<file path="src/rtl/present_sbox_serializer_pkg.sv">
// Shared types and constants for the nibble-serial PRESENT S-box controller.
package present_sbox_serializer_pkg;

    localparam int NIBBLE_W = 4;
    localparam int SHARES   = 3;

    typedef enum logic [1:0] {
        IDLE  = 2'd0,
        FEED  = 2'd1,
        DRAIN = 2'd2,
        DONE  = 2'd3
    } fsm_state_t;

endpackage

</file>
<file path="src/rtl/present_sbox_serializer_if.sv">
// Bundle of the request/result bus and the S-box side channel of the serializer.
// The slave side is the serializer; the master side is its environment
// (state producer/consumer plus the pipelined S-box itself).
interface present_sbox_serializer_if #(
    parameter int NIBBLES = 16
);
    import present_sbox_serializer_pkg::*;

    localparam int STATE_W = NIBBLE_W * NIBBLES;

    logic                start_i;
    logic [STATE_W-1:0]  state1_i;
    logic [STATE_W-1:0]  state2_i;
    logic [STATE_W-1:0]  state3_i;
    logic [NIBBLE_W-1:0] sb_in1_o;
    logic [NIBBLE_W-1:0] sb_in2_o;
    logic [NIBBLE_W-1:0] sb_in3_o;
    logic [NIBBLE_W-1:0] sb_out1_i;
    logic [NIBBLE_W-1:0] sb_out2_i;
    logic [NIBBLE_W-1:0] sb_out3_i;
    logic [STATE_W-1:0]  state1_o;
    logic [STATE_W-1:0]  state2_o;
    logic [STATE_W-1:0]  state3_o;
    logic                busy_o;
    logic                done_o;

    modport master (
        output start_i, state1_i, state2_i, state3_i,
        output sb_out1_i, sb_out2_i, sb_out3_i,
        input  sb_in1_o, sb_in2_o, sb_in3_o,
        input  state1_o, state2_o, state3_o,
        input  busy_o, done_o
    );

    modport slave (
        input  start_i, state1_i, state2_i, state3_i,
        input  sb_out1_i, sb_out2_i, sb_out3_i,
        output sb_in1_o, sb_in2_o, sb_in3_o,
        output state1_o, state2_o, state3_o,
        output busy_o, done_o
    );

endinterface

</file>
<file path="src/rtl/present_nibble_shifter.sv">
// One share's load/shift-right-by-4 register. The registered nibble output
// presents the least significant nibble first and is zeroed once the word is spent.
module present_nibble_shifter
    import present_sbox_serializer_pkg::*;
#(
    parameter int NIBBLES = 16
) (
    input  logic                         clk,
    input  logic                         rst_i,
    input  logic                         load,
    input  logic                         shift,
    input  logic                         clear,
    input  logic [NIBBLE_W*NIBBLES-1:0]  data,
    output logic [NIBBLE_W-1:0]          nibble
);

    logic [NIBBLE_W*NIBBLES-1:0] sr;

    // Load presents nibble 0 at once and keeps the rest; each shift presents the next one.
    always_ff @(posedge clk or negedge rst_i) begin
        if (!rst_i) begin
            sr     <= '0;
            nibble <= '0;
        end else if (load) begin
            nibble <= data[NIBBLE_W-1:0];
            sr     <= data >> NIBBLE_W;
        end else if (shift) begin
            nibble <= sr[NIBBLE_W-1:0];
            sr     <= sr >> NIBBLE_W;
        end else if (clear) begin
            nibble <= '0;
        end
    end

endmodule

</file>
<file path="src/rtl/present_sbox_serializer.sv">
// Nibble-serial controller around a 3-share pipelined PRESENT S-box: feeds one
// nibble per share per cycle, tracks the S-box latency with a valid pipeline,
// and reassembles the substituted shares. Shares are never combined.
module present_sbox_serializer
    import present_sbox_serializer_pkg::*;
#(
    parameter int LATENCY = 3,   // must be >= 1
    parameter int NIBBLES = 16
) (
    input logic                      clk,
    input logic                      rst_i,
    present_sbox_serializer_if.slave bus
);

    localparam int               STATE_W  = NIBBLE_W * NIBBLES;
    localparam int               CNT_W    = (NIBBLES > 1) ? $clog2(NIBBLES) : 1;
    localparam logic [CNT_W-1:0] LAST_NIB = CNT_W'(NIBBLES - 1);

    fsm_state_t          state;
    logic [CNT_W-1:0]    feed_cnt;
    logic [CNT_W-1:0]    cap_cnt;
    logic                in_valid;
    logic [LATENCY-1:0]  valid_pipe;
    logic                busy_q;
    logic                done_q;

    logic [STATE_W-1:0]  state_in [SHARES];
    logic [STATE_W-1:0]  acc_q    [SHARES];
    logic [STATE_W-1:0]  acc_next [SHARES];
    logic [STATE_W-1:0]  out_q    [SHARES];
    logic [NIBBLE_W-1:0] sb_in    [SHARES];
    logic [NIBBLE_W-1:0] sb_out   [SHARES];

    logic load, shift, clear, last_feed, capture, last_capture;

    assign state_in[0] = bus.state1_i;
    assign state_in[1] = bus.state2_i;
    assign state_in[2] = bus.state3_i;
    assign sb_out[0]   = bus.sb_out1_i;
    assign sb_out[1]   = bus.sb_out2_i;
    assign sb_out[2]   = bus.sb_out3_i;

    assign bus.sb_in1_o = sb_in[0];
    assign bus.sb_in2_o = sb_in[1];
    assign bus.sb_in3_o = sb_in[2];
    assign bus.state1_o = out_q[0];
    assign bus.state2_o = out_q[1];
    assign bus.state3_o = out_q[2];
    assign bus.busy_o   = busy_q;
    assign bus.done_o   = done_q;

    assign load         = (state == IDLE) && bus.start_i;
    assign last_feed    = (state == FEED) && (feed_cnt == LAST_NIB);
    assign shift        = (state == FEED) && !last_feed;
    assign clear        = last_feed;
    assign capture      = valid_pipe[LATENCY-1];
    assign last_capture = capture && (cap_cnt == LAST_NIB);

    for (genvar s = 0; s < SHARES; s++) begin : g_share
        present_nibble_shifter #(.NIBBLES(NIBBLES)) u_shifter (
            .clk    (clk),
            .rst_i  (rst_i),
            .load   (load),
            .shift  (shift),
            .clear  (clear),
            .data   (state_in[s]),
            .nibble (sb_in[s])
        );
    end

    // Accumulator image with the nibble arriving this cycle merged in at the capture position.
    always_comb begin
        for (int s = 0; s < SHARES; s++) begin
            // NOTE: assign the full default first so every path drives acc_next and no latch appears.
            acc_next[s] = acc_q[s];
            acc_next[s][int'(cap_cnt) * NIBBLE_W +: NIBBLE_W] = sb_out[s];
        end
    end

    // Delay line marking which cycles carry a real S-box result.
    always_ff @(posedge clk or negedge rst_i) begin
        if (!rst_i) begin
            valid_pipe <= '0;
        end else begin
            valid_pipe[0] <= in_valid;
            for (int i = 1; i < LATENCY; i++) begin
                valid_pipe[i] <= valid_pipe[i-1];
            end
        end
    end

    // Collect S-box results into the internal accumulators, one nibble per valid cycle.
    always_ff @(posedge clk or negedge rst_i) begin
        if (!rst_i) begin
            cap_cnt <= '0;
            // NOTE: the accumulators are small flop banks, not RAM, so they take the async reset too.
            for (int s = 0; s < SHARES; s++) begin
                acc_q[s] <= '0;
            end
        end else if (capture) begin
            cap_cnt <= last_capture ? '0 : cap_cnt + 1'b1;
            for (int s = 0; s < SHARES; s++) begin
                acc_q[s] <= acc_next[s];
            end
        end
    end

    // Control FSM with registered busy/done/result outputs.
    always_ff @(posedge clk or negedge rst_i) begin
        if (!rst_i) begin
            // NOTE: non-blocking assignments so every flop samples the pre-edge values.
            state    <= IDLE;
            feed_cnt <= '0;
            in_valid <= 1'b0;
            busy_q   <= 1'b0;
            done_q   <= 1'b0;
            for (int s = 0; s < SHARES; s++) begin
                out_q[s] <= '0;
            end
        end else begin
            done_q <= 1'b0;
            case (state)
                IDLE: begin
                    if (bus.start_i) begin
                        state    <= FEED;
                        feed_cnt <= '0;
                        in_valid <= 1'b1;
                        busy_q   <= 1'b1;
                    end
                end
                FEED: begin
                    if (last_feed) begin
                        state    <= DRAIN;
                        in_valid <= 1'b0;
                    end else begin
                        feed_cnt <= feed_cnt + 1'b1;
                    end
                end
                DRAIN: begin
                    if (last_capture) begin
                        state  <= DONE;
                        busy_q <= 1'b0;
                        done_q <= 1'b1;
                        for (int s = 0; s < SHARES; s++) begin
                            out_q[s] <= acc_next[s];
                        end
                    end
                end
                DONE: begin
                    state <= IDLE;
                end
                default: begin
                    state <= IDLE;
                end
            endcase
        end
    end

endmodule

</file>
<file path="src/flat_wrapper.sv">
// flat-port wrapper written by rule: the top's interface ports become plain ports
module present_sbox_serializer_flat import present_sbox_serializer_pkg::*;
#(
    parameter int LATENCY = 3,                  
    parameter int NIBBLES = 16
)
  (clk, rst_i, bus_start_i, bus_state1_i, bus_state2_i, bus_state3_i, bus_sb_out1_i, bus_sb_out2_i, bus_sb_out3_i, bus_sb_in1_o, bus_sb_in2_o, bus_sb_in3_o, bus_state1_o, bus_state2_o, bus_state3_o, bus_busy_o, bus_done_o);
  present_sbox_serializer_if #(.NIBBLES(NIBBLES)) bus_i ();
  input logic clk;
  input logic rst_i;
  input wire logic [$bits(bus_i.start_i)-1:0] bus_start_i;
  input wire logic [$bits(bus_i.state1_i)-1:0] bus_state1_i;
  input wire logic [$bits(bus_i.state2_i)-1:0] bus_state2_i;
  input wire logic [$bits(bus_i.state3_i)-1:0] bus_state3_i;
  input wire logic [$bits(bus_i.sb_out1_i)-1:0] bus_sb_out1_i;
  input wire logic [$bits(bus_i.sb_out2_i)-1:0] bus_sb_out2_i;
  input wire logic [$bits(bus_i.sb_out3_i)-1:0] bus_sb_out3_i;
  output wire logic [$bits(bus_i.sb_in1_o)-1:0] bus_sb_in1_o;
  output wire logic [$bits(bus_i.sb_in2_o)-1:0] bus_sb_in2_o;
  output wire logic [$bits(bus_i.sb_in3_o)-1:0] bus_sb_in3_o;
  output wire logic [$bits(bus_i.state1_o)-1:0] bus_state1_o;
  output wire logic [$bits(bus_i.state2_o)-1:0] bus_state2_o;
  output wire logic [$bits(bus_i.state3_o)-1:0] bus_state3_o;
  output wire logic [$bits(bus_i.busy_o)-1:0] bus_busy_o;
  output wire logic [$bits(bus_i.done_o)-1:0] bus_done_o;
  assign bus_i.start_i = bus_start_i;
  assign bus_i.state1_i = bus_state1_i;
  assign bus_i.state2_i = bus_state2_i;
  assign bus_i.state3_i = bus_state3_i;
  assign bus_i.sb_out1_i = bus_sb_out1_i;
  assign bus_i.sb_out2_i = bus_sb_out2_i;
  assign bus_i.sb_out3_i = bus_sb_out3_i;
  assign bus_sb_in1_o = bus_i.sb_in1_o;
  assign bus_sb_in2_o = bus_i.sb_in2_o;
  assign bus_sb_in3_o = bus_i.sb_in3_o;
  assign bus_state1_o = bus_i.state1_o;
  assign bus_state2_o = bus_i.state2_o;
  assign bus_state3_o = bus_i.state3_o;
  assign bus_busy_o = bus_i.busy_o;
  assign bus_done_o = bus_i.done_o;
  present_sbox_serializer #(.LATENCY(LATENCY), .NIBBLES(NIBBLES)) u_core (.clk(clk), .rst_i(rst_i), .bus(bus_i));
endmodule
</file>
<file path="config.mk">
export PLATFORM = sky130hd
export DESIGN_NAME = present_sbox_serializer_flat
export DESIGN_NICKNAME = d
export VERILOG_FILES = /design/src/rtl/present_sbox_serializer_pkg.sv /design/src/rtl/present_sbox_serializer_if.sv /design/src/rtl/present_nibble_shifter.sv /design/src/rtl/present_sbox_serializer.sv /design/src/flat_wrapper.sv
export SDC_FILE = /design/constraint.sdc
export NUM_CORES = 1
export LEC_CHECK = 0
export CORE_MARGIN = 5
export CORE_UTILIZATION = 50
export DETAILED_ROUTE_END_ITERATION = 10
export PLACE_DENSITY = 0.86
export REMOVE_ABC_BUFFERS = 1
export SLEW_MARGIN = 20
export SYNTH_ARGS = -nofsm -noshare
export SYNTH_HDL_FRONTEND = slang
export SYNTH_SLANG_ARGS = --single-unit
</file>
<file path="constraint.sdc">
create_clock -name clk -period 3.85 [get_ports clk]
set_input_delay 0.9625 -clock clk [delete_from_list [all_inputs] [get_ports clk]]
set_output_delay 0.9625 -clock clk [all_outputs]
set_load 0.03 [all_outputs]
</file>
==> metrics.cfg <==
[clocking]
clock_latency_ps=640
cts_resized=0
cts_buffers=59
cts_setup_buffers=0
cts_root_buffer=clkbuf_16
cts_tree=yes
clock_sinks=592
ctsHoldBuffers=0
cts_max_level=2
cts.clk_slew.worst_paths_ps=70
cts_buffer_depth=3

[timing]
hold_violations=0
min_period_ps=3570
post-route-period-util_pct=92.7
rsz0062_at_grt=no
finalSetupTns_ps=0
setup_viol=0
skew_ps=34.8
max_freq_ghz=0.280
whs_ps=310
worst_pin_slew_ps=1040
maxSlewHeadroom_pct=30.0
maxSlewViolCount=0

[critical_path]
crit_path_start_kind=flip-flop
slowest_delay_ps=910
r2r-end=u_core.bus.state1_o[12]
endpoint_kind=flip-flop
crit_cells=6
reg2reg_depth=6
slowest_stage=nand4_1
startpoint=u_core.cap_cnt[1]
crit_path_end=u_core.bus.state1_o[12]
cp_cell_sequence=inv_1 -> ha_1 -> xnor2_2 -> nand4_1 -> a221oi_1 -> nor2_1
worstPathRequired_ps=4340
path_buf_inv=1
critPathTopFamily=simple AND/OR/NAND/NOR gates
reg2reg_slack_ps=280
critical_path_class=flip-flop to flip-flop
critical_path_arrival_ps=4060
rr_startpoint=u_core.cap_cnt[1]
path_max_fanout=18

[drt]
drcViolationCount=0
vias_per_cell=5.88
drtAntennaViolNets=0
wl_per_cell_um=20.5
drt-pass1-iter-count=5
via_count=22677
drt_iter0_markers=2461
drt-total-wl_um=79000

[power_and_ir_drop]
peakVddDrop_mv=0.456
comb_power_share_pct=41.8
intPower_w=0.0166
seqPwrFrac_pct=36.8
p_sw_w=0.0115
total_power_w=0.0280
p_clk_share_pct=21.4
leakagePower_nw=14.4
switching_share_pct=41.0
power_density_nw_per_um2=852

[min_path]
hp-class=input port to async pin

[global_route]
grt_max_degree=99
antenna_found_initial=1
grt_pass1_wl_um=124000
grt_pass1_vias=22122
overflow=0
grtUsageTotal_pct=26.9

[die]
core_um2=52300
die_y_um=239
fp.dieArea_um2=57200
die_w_um=239
std_cell_rows=84
initial_core_util_pct=50.2
io-pin-count=413

[logic_synthesis]
yosysTopAreaCellShare_pct=56.4
netlist-cell-type-count=63
yosys_warnings=0
seq_area_frac_synth_pct=56.4
synth_cells=2824
synth_area_um2=26300
synth.most_common_cell=nand2_1
synth_top_area_cell=dfrtp_1
synth_ff_type=dfrtp_1
ys_ff_latch=592
synthArstFlopShare_pct=100
synth-edff-count=0
syn_area_per_cell_um2=9.30
synthTopCellsByArea=dfrtp_1 (56%), nand2_1 (9.6%), a31oi_1 (5.9%)
synth_common_cells=nand2_1 (675), dfrtp_1 (592), nor2_1 (321)

[placement]
portBuffers=412
dp_cells=3751
dp_hpwl_um=53700
gp_congestion=0.892

[outcome]
status=complete, no violations

[final_layout]
area_delta_synth_final_pct=25.4
fin_cells=3855
drive_gt1_share_pct=8.37
fin_nets=3338

[flow_run]
drv_cap=0

==> layout make-up <==
type | count | area (um^2)
fillers | 4122 | 19400
flip-flops and latches | 592 | 14800
multi-input cells | 1973 | 10300
repair buffers | 488 | 4860
diodes | 1 | 2.50
clock buffers | 83 | 1670
well taps | 688 | 861
clock inverters | 20 | 347
inverters | 10 | 42.5
==> cell usage in the layout, fill, tap and decap left out, types with 43 or more instances in the layout <==
master,instances
nand2_1,673
nand3_1,64
o21ai_1,43
mux2_2,72
buf_4,63
o21ai_0,236
clkdlybuf4s50_1,411
clkbuf_16,59
and3_1,49
mux2i_1,76
dfrtp_1,592
a31oi_1,247
nor2_1,321
a21oi_1,67
==> metal layers <==
metal	wire length [um]	part of all wire (%)	GRT usage (%)
met1	30800	39	36.5
met2	37700	48	43.0
met3	7560	9.6	6.45
met4	3010	3.8	9.53
met5	0	0	0
==> power groups by stage <==
stage / clock (W) / combinational, W / sequential, W
global route: 0.00635 / 0.0127 / 0.0106
global placement: 0 / 0.0111 / 0.0102
CTS: 0.00609 / 0.0116 / 0.0103
detailed placement: 0 / 0.0115 / 0.0103
finish: 0.00601 / 0.0117 / 0.0103
floorplan: 0 / 0.00650 / 0.0112
==> registers in the layout (all words and copies together), names as in the netlist, 2 cells and up <==
| register | cells |
|---|---|
| u_core.cap_cnt | 4 |
| u_core.g_share.u_shifter.sr | 180 |
| u_core.valid_pipe | 3 |
| u_core.g_share.u_shifter.nibble | 12 |
| u_core.state | 2 |
| u_core.bus.state3_o | 64 |
| u_core.bus.state2_o | 64 |
| u_core.acc_q | 192 |
| u_core.feed_cnt | 4 |
| u_core.bus.state1_o | 64 |
==> metrics by stage <==
step                worst slack, ps  util, %  instance area (um^2)
finish                          282     62.9                 32900
global route                    127     62.9                 32900
detailed placement              481     59.1                 30900
CTS                             424     62.9                 32900
global placement                705     59.1                 30900
floorplan                     -3230        -                 25200
==> worst min path at each step <==
stage / end / depth (start not counted)
after CTS: u_core.bus.state3_o[1] / 1
after detailed placement: u_core.valid_pipe[2] / 0
after global placement: u_core.valid_pipe[2] / 0
final: u_core.bus.state3_o[1] / 1
after floorplan: u_core.valid_pipe[1] / 0
after global routing: u_core.bus.state3_o[1] / 1
==> cell families after synthesis <==
logic type      share of synthesized area [%]
fa+ha+maj                               0.333
xor+xnor                                0.129
buf+inv                                  4.37
mux                                      6.28
compound gates                           13.9
flops                                    56.4
simple gates                             18.6
Power figures use the tool's default switching activity.
